**src/rtl/memory_access_arbiter_pkg.sv**
```systemverilog
// Shared encodings and defaults for the weight/state memory arbiter.
// Holds the FSM state and owner codes plus the tie-break helper.
package snn_mem_pkg;

  localparam int unsigned DEFAULT_ADDR_WIDTH = 16;
  localparam int unsigned DEFAULT_DATA_WIDTH = 8;

  localparam int unsigned ST_WIDTH = 2;
  typedef logic [ST_WIDTH-1:0] state_t;

  localparam state_t ST_IDLE   = 2'd0;
  localparam state_t ST_ACCESS = 2'd1;
  localparam state_t ST_RESP   = 2'd2;

  typedef logic owner_t;

  localparam owner_t OWN_SPI  = 1'b0;
  localparam owner_t OWN_CORE = 1'b1;

  // Winner among the live candidates; on a tie the previous loser goes first.
  function automatic owner_t pick_owner(input logic   spi_cand,
                                        input logic   core_cand,
                                        input owner_t last_winner);
    owner_t win;
    if (spi_cand && core_cand) begin
      win = (last_winner == OWN_CORE) ? OWN_SPI : OWN_CORE;
    end else if (spi_cand) begin
      win = OWN_SPI;
    end else begin
      win = OWN_CORE;
    end
    return win;
  endfunction

endpackage

```
**src/rtl/memory_access_arbiter_if.sv**
```systemverilog
// Bus bundle between the arbiter, the SPI front end, the neuron core and the memory.
// slave is the arbiter's view; master is the view of everything around it.
interface memory_access_arbiter_if #(
  parameter int unsigned ADDR_WIDTH = snn_mem_pkg::DEFAULT_ADDR_WIDTH,
  parameter int unsigned DATA_WIDTH = snn_mem_pkg::DEFAULT_DATA_WIDTH
);

  logic                  spi_req;
  logic                  spi_we;
  logic [ADDR_WIDTH-1:0] spi_addr;
  logic [DATA_WIDTH-1:0] spi_wdata;
  logic                  spi_done;
  logic [DATA_WIDTH-1:0] spi_rdata;
  logic                  spi_overrun;

  logic                  core_req;
  logic [ADDR_WIDTH-1:0] core_addr;
  logic                  core_done;
  logic [DATA_WIDTH-1:0] core_rdata;

  logic                  mem_en;
  logic                  mem_we;
  logic [ADDR_WIDTH-1:0] mem_addr;
  logic [DATA_WIDTH-1:0] mem_wdata;
  logic [DATA_WIDTH-1:0] mem_rdata;

  logic                  busy;

  modport slave (
    input  spi_req, spi_we, spi_addr, spi_wdata,
    output spi_done, spi_rdata, spi_overrun,
    input  core_req, core_addr,
    output core_done, core_rdata,
    output mem_en, mem_we, mem_addr, mem_wdata,
    input  mem_rdata,
    output busy
  );

  modport master (
    output spi_req, spi_we, spi_addr, spi_wdata,
    input  spi_done, spi_rdata, spi_overrun,
    output core_req, core_addr,
    input  core_done, core_rdata,
    input  mem_en, mem_we, mem_addr, mem_wdata,
    output mem_rdata,
    input  busy
  );

endinterface

```
**src/rtl/memory_access_arbiter_spi_buf.sv**
```systemverilog
// One-deep holding register for unstallable SPI request pulses.
// A pulse landing on a full, ungranted buffer is dropped and flagged sticky.
module spi_req_buffer #(
  parameter int unsigned ADDR_WIDTH = snn_mem_pkg::DEFAULT_ADDR_WIDTH,
  parameter int unsigned DATA_WIDTH = snn_mem_pkg::DEFAULT_DATA_WIDTH
) (
  input  logic                  clk,
  input  logic                  reset,
  input  logic                  spi_req,
  input  logic                  spi_we,
  input  logic [ADDR_WIDTH-1:0] spi_addr,
  input  logic [DATA_WIDTH-1:0] spi_wdata,
  input  logic                  grant,
  output logic                  pend_valid,
  output logic                  pend_we,
  output logic [ADDR_WIDTH-1:0] pend_addr,
  output logic [DATA_WIDTH-1:0] pend_wdata,
  output logic                  overrun
);

  logic accept_c;
  logic drop_c;

  // The slot frees on the granting edge, so a pulse on that edge still fits.
  assign accept_c = spi_req && (grant || !pend_valid);
  assign drop_c   = spi_req && pend_valid && !grant;

  always_ff @(posedge clk) begin
    if (!reset) begin
      pend_valid <= 1'b0;
      pend_we    <= 1'b0;
      pend_addr  <= '0;
      pend_wdata <= '0;
      overrun    <= 1'b0;
    end else begin
      if (accept_c) begin
        pend_valid <= 1'b1;
        pend_we    <= spi_we;
        pend_addr  <= spi_addr;
        pend_wdata <= spi_wdata;
      end else if (grant) begin
        pend_valid <= 1'b0;
      end
      if (drop_c) begin
        overrun <= 1'b1;
      end
    end
  end

endmodule

```
**src/rtl/memory_access_arbiter.sv**
```systemverilog
// Arbitrates the single-port weight/state memory between SPI and the neuron core.
// Each grant runs one IDLE->ACCESS->RESP slot with a single registered memory strobe.
module memory_access_arbiter
  import snn_mem_pkg::*;
#(
  parameter int unsigned ADDR_WIDTH = DEFAULT_ADDR_WIDTH,
  parameter int unsigned DATA_WIDTH = DEFAULT_DATA_WIDTH
) (
  input  logic                 clk,
  input  logic                 reset,
  memory_access_arbiter_if.slave bus
);

  state_t state_q;
  state_t state_d;

  logic                  pend_valid;
  logic                  pend_we;
  logic [ADDR_WIDTH-1:0] pend_addr;
  logic [DATA_WIDTH-1:0] pend_wdata;
  logic                  overrun;

  logic   core_req_eff_c;
  logic   grant_c;
  owner_t winner_c;
  logic   spi_grant_c;

  owner_t                owner_q,       owner_d;
  owner_t                last_winner_q, last_winner_d;
  logic                  op_we_q,       op_we_d;
  logic                  mem_en_q,      mem_en_d;
  logic                  mem_we_q,      mem_we_d;
  logic [ADDR_WIDTH-1:0] mem_addr_q,    mem_addr_d;
  logic [DATA_WIDTH-1:0] mem_wdata_q,   mem_wdata_d;
  logic                  spi_done_q,    spi_done_d;
  logic [DATA_WIDTH-1:0] spi_rdata_q,   spi_rdata_d;
  logic                  core_done_q,   core_done_d;
  logic [DATA_WIDTH-1:0] core_rdata_q,  core_rdata_d;

  spi_req_buffer #(
    .ADDR_WIDTH (ADDR_WIDTH),
    .DATA_WIDTH (DATA_WIDTH)
  ) u_spi_buf (
    .clk        (clk),
    .reset      (reset),
    .spi_req    (bus.spi_req),
    .spi_we     (bus.spi_we),
    .spi_addr   (bus.spi_addr),
    .spi_wdata  (bus.spi_wdata),
    .grant      (spi_grant_c),
    .pend_valid (pend_valid),
    .pend_we    (pend_we),
    .pend_addr  (pend_addr),
    .pend_wdata (pend_wdata),
    .overrun    (overrun)
  );

  // The core still holds its request during the done cycle; mask it to avoid a re-grant.
  assign core_req_eff_c = bus.core_req && !core_done_q;
  assign spi_grant_c    = grant_c && (winner_c == OWN_SPI);

  // State register
  always_ff @(posedge clk) begin
    if (!reset) begin
      state_q <= ST_IDLE;
    end else begin
      state_q <= state_d;
    end
  end

  // Next state and arbitration
  always_comb begin
    state_d  = state_q;
    grant_c  = 1'b0;
    winner_c = OWN_CORE;
    case (state_q)
      ST_IDLE: begin
        if (pend_valid || core_req_eff_c) begin
          grant_c  = 1'b1;
          winner_c = pick_owner(pend_valid, core_req_eff_c, last_winner_q);
          state_d  = ST_ACCESS;
        end
      end
      ST_ACCESS: state_d = ST_RESP;
      ST_RESP:   state_d = ST_IDLE;
      default:   state_d = ST_IDLE;
    endcase
  end

  // Next values of the registered outputs and slot bookkeeping
  always_comb begin
    owner_d       = owner_q;
    last_winner_d = last_winner_q;
    op_we_d       = op_we_q;
    mem_en_d      = 1'b0;
    mem_we_d      = 1'b0;
    mem_addr_d    = mem_addr_q;
    mem_wdata_d   = mem_wdata_q;
    spi_done_d    = 1'b0;
    spi_rdata_d   = spi_rdata_q;
    core_done_d   = 1'b0;
    core_rdata_d  = core_rdata_q;

    if (grant_c) begin
      owner_d       = winner_c;
      last_winner_d = winner_c;
      mem_en_d      = 1'b1;
      if (winner_c == OWN_SPI) begin
        op_we_d     = pend_we;
        mem_we_d    = pend_we;
        mem_addr_d  = pend_addr;
        mem_wdata_d = pend_wdata;
      end else begin
        op_we_d     = 1'b0;
        mem_addr_d  = bus.core_addr;
        mem_wdata_d = '0;
      end
    end

    // Read data lands during RESP; capture it and signal completion on the way out.
    if (state_q == ST_RESP) begin
      if (owner_q == OWN_SPI) begin
        spi_done_d = 1'b1;
        if (!op_we_q) begin
          spi_rdata_d = bus.mem_rdata;
        end
      end else begin
        core_done_d  = 1'b1;
        core_rdata_d = bus.mem_rdata;
      end
    end
  end

  always_ff @(posedge clk) begin
    if (!reset) begin
      owner_q       <= OWN_CORE;
      last_winner_q <= OWN_CORE;
      op_we_q       <= 1'b0;
      mem_en_q      <= 1'b0;
      mem_we_q      <= 1'b0;
      mem_addr_q    <= '0;
      mem_wdata_q   <= '0;
      spi_done_q    <= 1'b0;
      spi_rdata_q   <= '0;
      core_done_q   <= 1'b0;
      core_rdata_q  <= '0;
    end else begin
      owner_q       <= owner_d;
      last_winner_q <= last_winner_d;
      op_we_q       <= op_we_d;
      mem_en_q      <= mem_en_d;
      mem_we_q      <= mem_we_d;
      mem_addr_q    <= mem_addr_d;
      mem_wdata_q   <= mem_wdata_d;
      spi_done_q    <= spi_done_d;
      spi_rdata_q   <= spi_rdata_d;
      core_done_q   <= core_done_d;
      core_rdata_q  <= core_rdata_d;
    end
  end

  assign bus.mem_en      = mem_en_q;
  assign bus.mem_we      = mem_we_q;
  assign bus.mem_addr    = mem_addr_q;
  assign bus.mem_wdata   = mem_wdata_q;
  assign bus.spi_done    = spi_done_q;
  assign bus.spi_rdata   = spi_rdata_q;
  assign bus.spi_overrun = overrun;
  assign bus.core_done   = core_done_q;
  assign bus.core_rdata  = core_rdata_q;
  assign bus.busy        = (state_q != ST_IDLE) || pend_valid;

endmodule

```
**src/flat_wrapper.sv**
```systemverilog
// flat-port wrapper written by rule: the top's interface ports become plain ports
module memory_access_arbiter_flat import snn_mem_pkg::*;
#(
  parameter int unsigned ADDR_WIDTH = DEFAULT_ADDR_WIDTH,
  parameter int unsigned DATA_WIDTH = DEFAULT_DATA_WIDTH
)
  (clk, reset, bus_spi_req, bus_spi_we, bus_spi_addr, bus_spi_wdata, bus_spi_done, bus_spi_rdata, bus_spi_overrun, bus_core_req, bus_core_addr, bus_core_done, bus_core_rdata, bus_mem_en, bus_mem_we, bus_mem_addr, bus_mem_wdata, bus_mem_rdata, bus_busy);
  memory_access_arbiter_if #(.ADDR_WIDTH(ADDR_WIDTH), .DATA_WIDTH(DATA_WIDTH)) bus_i ();
  input  logic clk;
  input  logic reset;
  input wire logic [$bits(bus_i.spi_req)-1:0] bus_spi_req;
  input wire logic [$bits(bus_i.spi_we)-1:0] bus_spi_we;
  input wire logic [$bits(bus_i.spi_addr)-1:0] bus_spi_addr;
  input wire logic [$bits(bus_i.spi_wdata)-1:0] bus_spi_wdata;
  output wire logic [$bits(bus_i.spi_done)-1:0] bus_spi_done;
  output wire logic [$bits(bus_i.spi_rdata)-1:0] bus_spi_rdata;
  output wire logic [$bits(bus_i.spi_overrun)-1:0] bus_spi_overrun;
  input wire logic [$bits(bus_i.core_req)-1:0] bus_core_req;
  input wire logic [$bits(bus_i.core_addr)-1:0] bus_core_addr;
  output wire logic [$bits(bus_i.core_done)-1:0] bus_core_done;
  output wire logic [$bits(bus_i.core_rdata)-1:0] bus_core_rdata;
  output wire logic [$bits(bus_i.mem_en)-1:0] bus_mem_en;
  output wire logic [$bits(bus_i.mem_we)-1:0] bus_mem_we;
  output wire logic [$bits(bus_i.mem_addr)-1:0] bus_mem_addr;
  output wire logic [$bits(bus_i.mem_wdata)-1:0] bus_mem_wdata;
  input wire logic [$bits(bus_i.mem_rdata)-1:0] bus_mem_rdata;
  output wire logic [$bits(bus_i.busy)-1:0] bus_busy;
  assign bus_i.spi_req = bus_spi_req;
  assign bus_i.spi_we = bus_spi_we;
  assign bus_i.spi_addr = bus_spi_addr;
  assign bus_i.spi_wdata = bus_spi_wdata;
  assign bus_spi_done = bus_i.spi_done;
  assign bus_spi_rdata = bus_i.spi_rdata;
  assign bus_spi_overrun = bus_i.spi_overrun;
  assign bus_i.core_req = bus_core_req;
  assign bus_i.core_addr = bus_core_addr;
  assign bus_core_done = bus_i.core_done;
  assign bus_core_rdata = bus_i.core_rdata;
  assign bus_mem_en = bus_i.mem_en;
  assign bus_mem_we = bus_i.mem_we;
  assign bus_mem_addr = bus_i.mem_addr;
  assign bus_mem_wdata = bus_i.mem_wdata;
  assign bus_i.mem_rdata = bus_mem_rdata;
  assign bus_busy = bus_i.busy;
  memory_access_arbiter #(.ADDR_WIDTH(ADDR_WIDTH), .DATA_WIDTH(DATA_WIDTH)) u_core (.clk(clk), .reset(reset), .bus(bus_i));
endmodule
```
**config.mk**
```make
export PLATFORM = sky130hd
export DESIGN_NAME = memory_access_arbiter_flat
export DESIGN_NICKNAME = d
export VERILOG_FILES = /design/src/rtl/memory_access_arbiter_pkg.sv /design/src/rtl/memory_access_arbiter_if.sv /design/src/rtl/memory_access_arbiter_spi_buf.sv /design/src/rtl/memory_access_arbiter.sv /design/src/flat_wrapper.sv
export SDC_FILE = /design/constraint.sdc
export NUM_CORES = 1
export LEC_CHECK = 0
export CORE_MARGIN = 2
export CORE_UTILIZATION = 43
export CTS_CLUSTER_DIAMETER = 80
export DETAILED_ROUTE_END_ITERATION = 8
export PLACE_DENSITY = 0.78
export RECOVER_POWER = 100
export SYNTH_ARGS = -nofsm -noshare
export SYNTH_HDL_FRONTEND = slang
export SYNTH_SLANG_ARGS = --single-unit
```
**constraint.sdc**
```tcl
create_clock -name clk -period 2.1 [get_ports clk]
set_input_delay 0.42 -clock clk [delete_from_list [all_inputs] [get_ports clk]]
set_output_delay 0.42 -clock clk [all_outputs]
set_load 0.01 [all_outputs]
```
==> results of run 1 <==
-- cells in the mapped netlist, drive strengths merged --
cell and count:
a21oi 33, a222oi 16, a22oi 9, a31oi 2
and2b 1, and3 4, buf 10, clkbuf 11
dfxtp 75, inv 2, mux2i 8, nand2 68
nand3 1, nand3b 1, nand4bb 1, nor2 38
nor2b 1, nor3b 1, nor4b 2, o21ai 3
or3 1, or3b 1, or4b 1
-- final cells by class --
type | count | area share (%)
clock buffers | 11 | 3.920
clock inverters | 5 | 0.7127
inverters | 2 | 0.1944
multi-input cells | 192 | 26.47
flip-flops and latches | 75 | 38.87
well taps | 75 | 2.430
repair buffers | 105 | 27.41
-- state kept, by name (all words and copies together) (netlist names) --
| register | flops |
|---|---|
| u_core.bus.core_done | 1 |
| u_core.bus.core_rdata | 8 |
| u_core.bus.mem_addr | 16 |
| u_core.bus.mem_en | 1 |
| u_core.bus.mem_wdata | 8 |
| u_core.bus.mem_we | 1 |
| u_core.bus.spi_done | 1 |
| u_core.bus.spi_rdata | 8 |
| u_core.op_we_q | 1 |
| u_core.owner_q | 1 |
| u_core.state_q | 2 |
| u_core.u_spi_buf.overrun | 1 |
| u_core.u_spi_buf.pend_addr | 16 |
| u_core.u_spi_buf.pend_valid | 1 |
| u_core.u_spi_buf.pend_wdata | 8 |
| u_core.u_spi_buf.pend_we | 1 |
-- logic make-up (layout without fill, tap and decap cells) --
kind of cell / after synthesis / in the layout / synth area share, %
AND/OR/NAND/NOR: 121 / 121 / 19.81
flip-flops: 75 / 75 / 57.01
AO/OA/AOI/OAI: 63 / 63 / 15.96
buffers and inverters: 23 / 123 / 4.180
multiplexers: 8 / 8 / 3.041
-- worst max-delay path by stage --
stage,startpoint,endpoint,slack (ns),depth (start not counted)
2_1_floorplan,bus_core_req,u_core.bus.mem_addr[10]$_SDFFE_PN0N_,0.53,6
3_3_place_gp,bus_core_req,u_core.bus.mem_addr[12]$_SDFFE_PN0N_,0.06,5
3_5_place_dp,bus_core_req,u_core.bus.mem_addr[10]$_SDFFE_PN0N_,-0.04,5
4_1_cts,u_core.state_q[0]$_SDFFE_PN0P_,bus_busy,0.08,2
5_1_grt,bus_core_req,u_core.bus.mem_addr[12]$_SDFFE_PN0N_,0.03,5
6_report,bus_core_req,u_core.bus.mem_addr[12]$_SDFFE_PN0N_,0.09,5
-- layer usage --
metal	routed length (um)	share of wire, %	track usage [%]
met1	2602	40	22.23
met2	3562	54	35.73
met3	315	4.8	4.022
met4	96	1.5	9.500
met5	0	0	0
-- worst max-delay path, delay by kind of cell --
family	cells	cell delay [ns]
AO/OA/AOI/OAI	1	0.35
buffers and inverters	1	0.59
AND/OR/NAND/NOR	3	0.85
-- power groups by stage --
stage | clock (mW) | sequential, mW | combinational [mW]
after global routing | 1.08 | 1.55 | 0.469
after CTS | 1.02 | 1.54 | 0.452
final | 0.981 | 1.54 | 0.430
after floorplan | 0 | 1.58 | 0.198
after global placement | 0 | 1.57 | 0.440
after detailed placement | 0 | 1.57 | 0.450
-- stage by stage --
stage | cell area [sq um] | std cells
final | 3862 | 465
after global routing | 3862 | 465
after CTS | 3879 | 465
after detailed placement | 3700 | 449
after global placement | 3700 | 449
after floorplan | 2634 | 290
==> metrics.yaml, run 1 <==
p_comb_share_pct: 14.6
end_kind: "register"
hpwl_mm: 4.663
switching_power_uw: 742.1
synth_cell_types: 29
wl_per_cell_um: 14.14
finalSetupTns_ns: 0
yosys_warnings: 0
holdBufCountCts: 0
synth_seq_cells: 75
drv_cap: 0
dr.first_iter.drc_count: 143
crit_fanout: 27
grt_pass1_wl_mm: 10.25
finClkSkew_ns: 0.005530
fp.dieW_um: 82.26
power_frac_clock_pct: 33.3
setup_viol: 0
pre_cts_ws_ns: -0.04466
start_util_pct: 44.48
syn2layout_area_growth_pct: 46.65
hold_depth: 2
finalCriticalPeriod_ns: 2.010
slowest_delay_ns: 0.59
synth_area_leader_cell: "dfxtp_1"
multi_input_area_sq_um: 1022
root_buffer: "clkbuf_8"
vias_per_cell: 5.170
seq_area_sq_um: 1501
ir_drop_v: 0.0005221
fmax_mhz: 497.4
cts_buffers: 9
drt-total-wl_mm: 6.576
rr_worst_depth: 4
worst_slack_ns: 0.08962
grt_max_degree: 38
mostFrequentLayoutCells: "dfxtp_1 (75), nand2_1 (68), clkdlybuf4s50_1 (51), dlygate4sd3_1 (47), nor2_1 (38)"
antenna_found_initial: 0
rsz0062_at_grt: "false"
drive_gt1_share_pct: 6.667
grt.overflow.total: 0
hold_path.startpoint: "u_core.u_spi_buf.pend_wdata[4]$_SDFFE_PN0P_"
ant_nets: 0
crit_type: "primary input to register"
avgSynthCellArea_sq_um: 9.082
worstMarginPinSlew_ns: 0.6352
cts_setup_buffers: 0
fin_crit_sh_pct: 95.73
numPortBuffers: 98
dieHeight_um: 82.26
r2r-end: "u_core.bus.mem_addr[12]$_SDFFE_PN0N_"
seq_area_frac_synth_pct: 57.01
synth_nets: 343
start_kind: "primary input"
final_common_cell: "dfxtp_1"
clock_latency_ns: 0.33
holdWs_ns: 0.4552
cts_buffer_depth: 2
fin_util_pct: 65.24
hold_path.class: "register to register"
vias: 2404
netlist_area_sq_um: 2634
cts.clk_slew.worst_paths_ns: 0.07
core-area_sq_um: 5921
p_total_mw: 2.950
hold_viol: 0
final_nets: 438
r2r_start: "u_core.owner_q$_SDFFE_PN1N_"
syn_inst: 290
grt_usage_pct: 19.85
die-area_sq_um: 6767
grt_pass1_vias: 2246
hold_end: "u_core.u_spi_buf.pend_wdata[4]$_SDFFE_PN0P_"
htreeDepth: 3
cell_internal_pwr_mw: 2.208
yosys-top-cells-area: "dfxtp_1 (57%), nand2_1 (9.7%), a21oi_1 (6.3%), a222oi_1 (6.1%), nor2_1 (5.4%)"
power_density_nw_per_um2: 763.9
crit_chain: "dlygate4sd3_1, or3b_1, and3_2, a222oi_1, nor2_1"
cp.required_ns: 2.32
io_pins: 99
slew_headroom_pct: 57.65
pwr-share-seq_pct: 52.2
arrival_ns: 2.23
rows: 28
tritoncts: "yes"
fillCellCount: 535
swShare_pct: 25.15
drt_first_pass_iters: 5
diodes: 0
postCtsResizedCells: 0
reg2reg_slack_ns: 0.36
slew_viol_final: 0
clkSinkCount: 75
routabilityCongestion: 0.7665
synth.top_cell.area_share_pct: 57.01
p_leak_nw: 1.637
drc: 0
crit_path_top_delay_cell: "dlygate4sd3_1"
status: "complete, no violations"
No activity file was read; power rests on OpenSTA's default activity.
==> run 2: changes to the inputs <==
--- a/config.mk
+++ b/config.mk
@@ -9,8 +9,9 @@
 export CORE_UTILIZATION = 43
 export CTS_CLUSTER_DIAMETER = 80
 export DETAILED_ROUTE_END_ITERATION = 8
-export PLACE_DENSITY = 0.78
+export PLACE_DENSITY = 0.81
 export RECOVER_POWER = 100
+export SKIP_LAST_GASP = 1
 export SYNTH_ARGS = -nofsm -noshare
 export SYNTH_HDL_FRONTEND = slang
 export SYNTH_SLANG_ARGS = --single-unit
==> metrics.yaml, run 2 (same netlist as run 1, synthesis figures left out) <==
finClkSkew_ns: 0.005808
power_density_nw_per_um2: 751.9
fp.dieW_um: 82.26
grt_pass1_wl_mm: 10.92
clock_latency_ns: 0.33
cts_buffer_depth: 2
dr.first_iter.drc_count: 213
arrival_ns: 1.57
placed_cells: 451
slew_headroom_pct: 51.79
setup_viol: 0
cp.buffers_inverters: 1
cts_buffers: 9
hold_path.class: "register to register"
status: "complete, no violations"
antenna_found_initial: 0
root_buffer: "clkbuf_8"
rsz0062_at_grt: "false"
cts.clk_slew.worst_paths_ns: 0.07
grt.overflow.total: 0
diodes: 0
worstMarginPinSlew_ns: 0.7156
drt-total-wl_mm: 6.873
rows: 28
wl_per_cell_um: 14.75
holdBufCountCts: 0
crit_chain: "or3_1, clkdlybuf4s50_1"
cp.required_ns: 1.68
drv_cap: 0
finalCriticalPeriod_ns: 1.991
ant_nets: 0
numPortBuffers: 98
crit_path_top_delay_cell: "clkdlybuf4s50_1"
io_pins: 99
crit_type: "register to output port"
end_kind: "output port"
hold_viol: 0
clkSinkCount: 75
slowest_delay_ns: 0.49
drive_gt1_share_pct: 6.138
dieHeight_um: 82.26
drc: 0
fmax_mhz: 502.3
vias: 2416
final_nets: 440
fin_crit_sh_pct: 94.80
ir_drop_v: 0.0003909
core-area_sq_um: 5921
final_common_cell: "dfxtp_1"
slew_viol_final: 0
p_total_mw: 2.907
die-area_sq_um: 6767
grt_max_degree: 38
grt_pass1_vias: 2399
start_util_pct: 44.48
routabilityCongestion: 0.8558
grt_usage_pct: 21.27
hpwl_mm: 4.891
htreeDepth: 3
drt_first_pass_iters: 7
tritoncts: "yes"
reg2reg_slack_ns: 0.40
syn2layout_area_growth_pct: 46.79
fin_cells: 466
mostFrequentLayoutCells: "dfxtp_1 (74), nand2_1 (68), clkdlybuf4s50_1 (51), dlygate4sd3_1 (47), nor2_1 (38)"
crit_fanout: 8
vias_per_cell: 5.185
start_kind: "register"
crit_family: "buffers and inverters"
p_leak_nw: 1.637
==> run 2: path summary, 6_finish.rpt <==
path                                             start  depth (start not counted)                              endpoint
hold / removal    u_core.bus.spi_rdata[1]$_SDFFE_PN0P_                          2  u_core.bus.spi_rdata[1]$_SDFFE_PN0P_
setup reg to reg        u_core.state_q[1]$_SDFFE_PN0P_                          5  u_core.bus.mem_addr[13]$_SDFFE_PN0N_
hold reg to reg   u_core.bus.spi_rdata[1]$_SDFFE_PN0P_                          2  u_core.bus.spi_rdata[1]$_SDFFE_PN0P_
setup / recovery        u_core.state_q[0]$_SDFFE_PN0P_                          2                              bus_busy
==> run 2: power breakdown <==
part | total [mW] | leakage [nW] | switching, mW | internal (mW)
clock | 0.921 | 0.0860 | 0.471 | 0.450
combinational | 0.444 | 0.938 | 0.206 | 0.238
sequential | 1.54 | 0.613 | 0.0461 | 1.50
total | 2.91 | 1.64 | 0.724 | 2.18
==> run 2: per-layer routing <==
layer | up-vias | track usage [%] | wire, um
li1 | 1200 | - | -
met1 | 1126 | 25.22 | 2791
met2 | 80 | 36.61 | 3625
met3 | 10 | 3.152 | 329
met4 | 0 | 12.00 | 125
met5 | - | 0 | 0
==> run 2: repair_timing <==
item                       4_1_cts  5_1_grt
buffers inserted                 0        0
setup endpoints to repair        0        1
resized for setup                0        1
==> run 2: final cells by class <==
| type | count | area (sq um) |
|---|---|---|
| clock buffer | 12 | 145.1 |
| tap | 75 | 93.84 |
| sequential | 75 | 1503 |
| clock inverter | 3 | 15.01 |
| inverter | 2 | 7.507 |
| timing repair buffer | 107 | 1080 |
| multi-input combinational | 192 | 1022 |
| fill | 502 | 2054 |
==> run 2: worst register-to-register path: cells and delay by family (launching register included) <==
family | cells | cell delay (ns)
AO/OA/AOI/OAI | 2 | 0.67
buffers and inverters | 1 | 0.26
flip-flops | 1 | 0.37
AND/OR/NAND/NOR | 2 | 0.28
==> run 2: metrics by stage <==
stage | setup TNS (ns) | utilization (%) | cell area [sq um] | hold WS, ns | setup slack [ns]
3_3_place_gp | 0 | 62.74 | 3715 | 0.4422 | 0.05903
6_report | 0 | 65.30 | 3866 | 0.4541 | 0.1092
2_1_floorplan | 0 | - | 2634 | 0.4357 | 0.5282
5_1_grt | 0 | 65.30 | 3866 | 0.4792 | 0.04795
3_5_place_dp | -0.5596 | 62.74 | 3715 | 0.4464 | -0.06222
4_1_cts | 0 | 65.45 | 3875 | 0.4557 | 0.04322
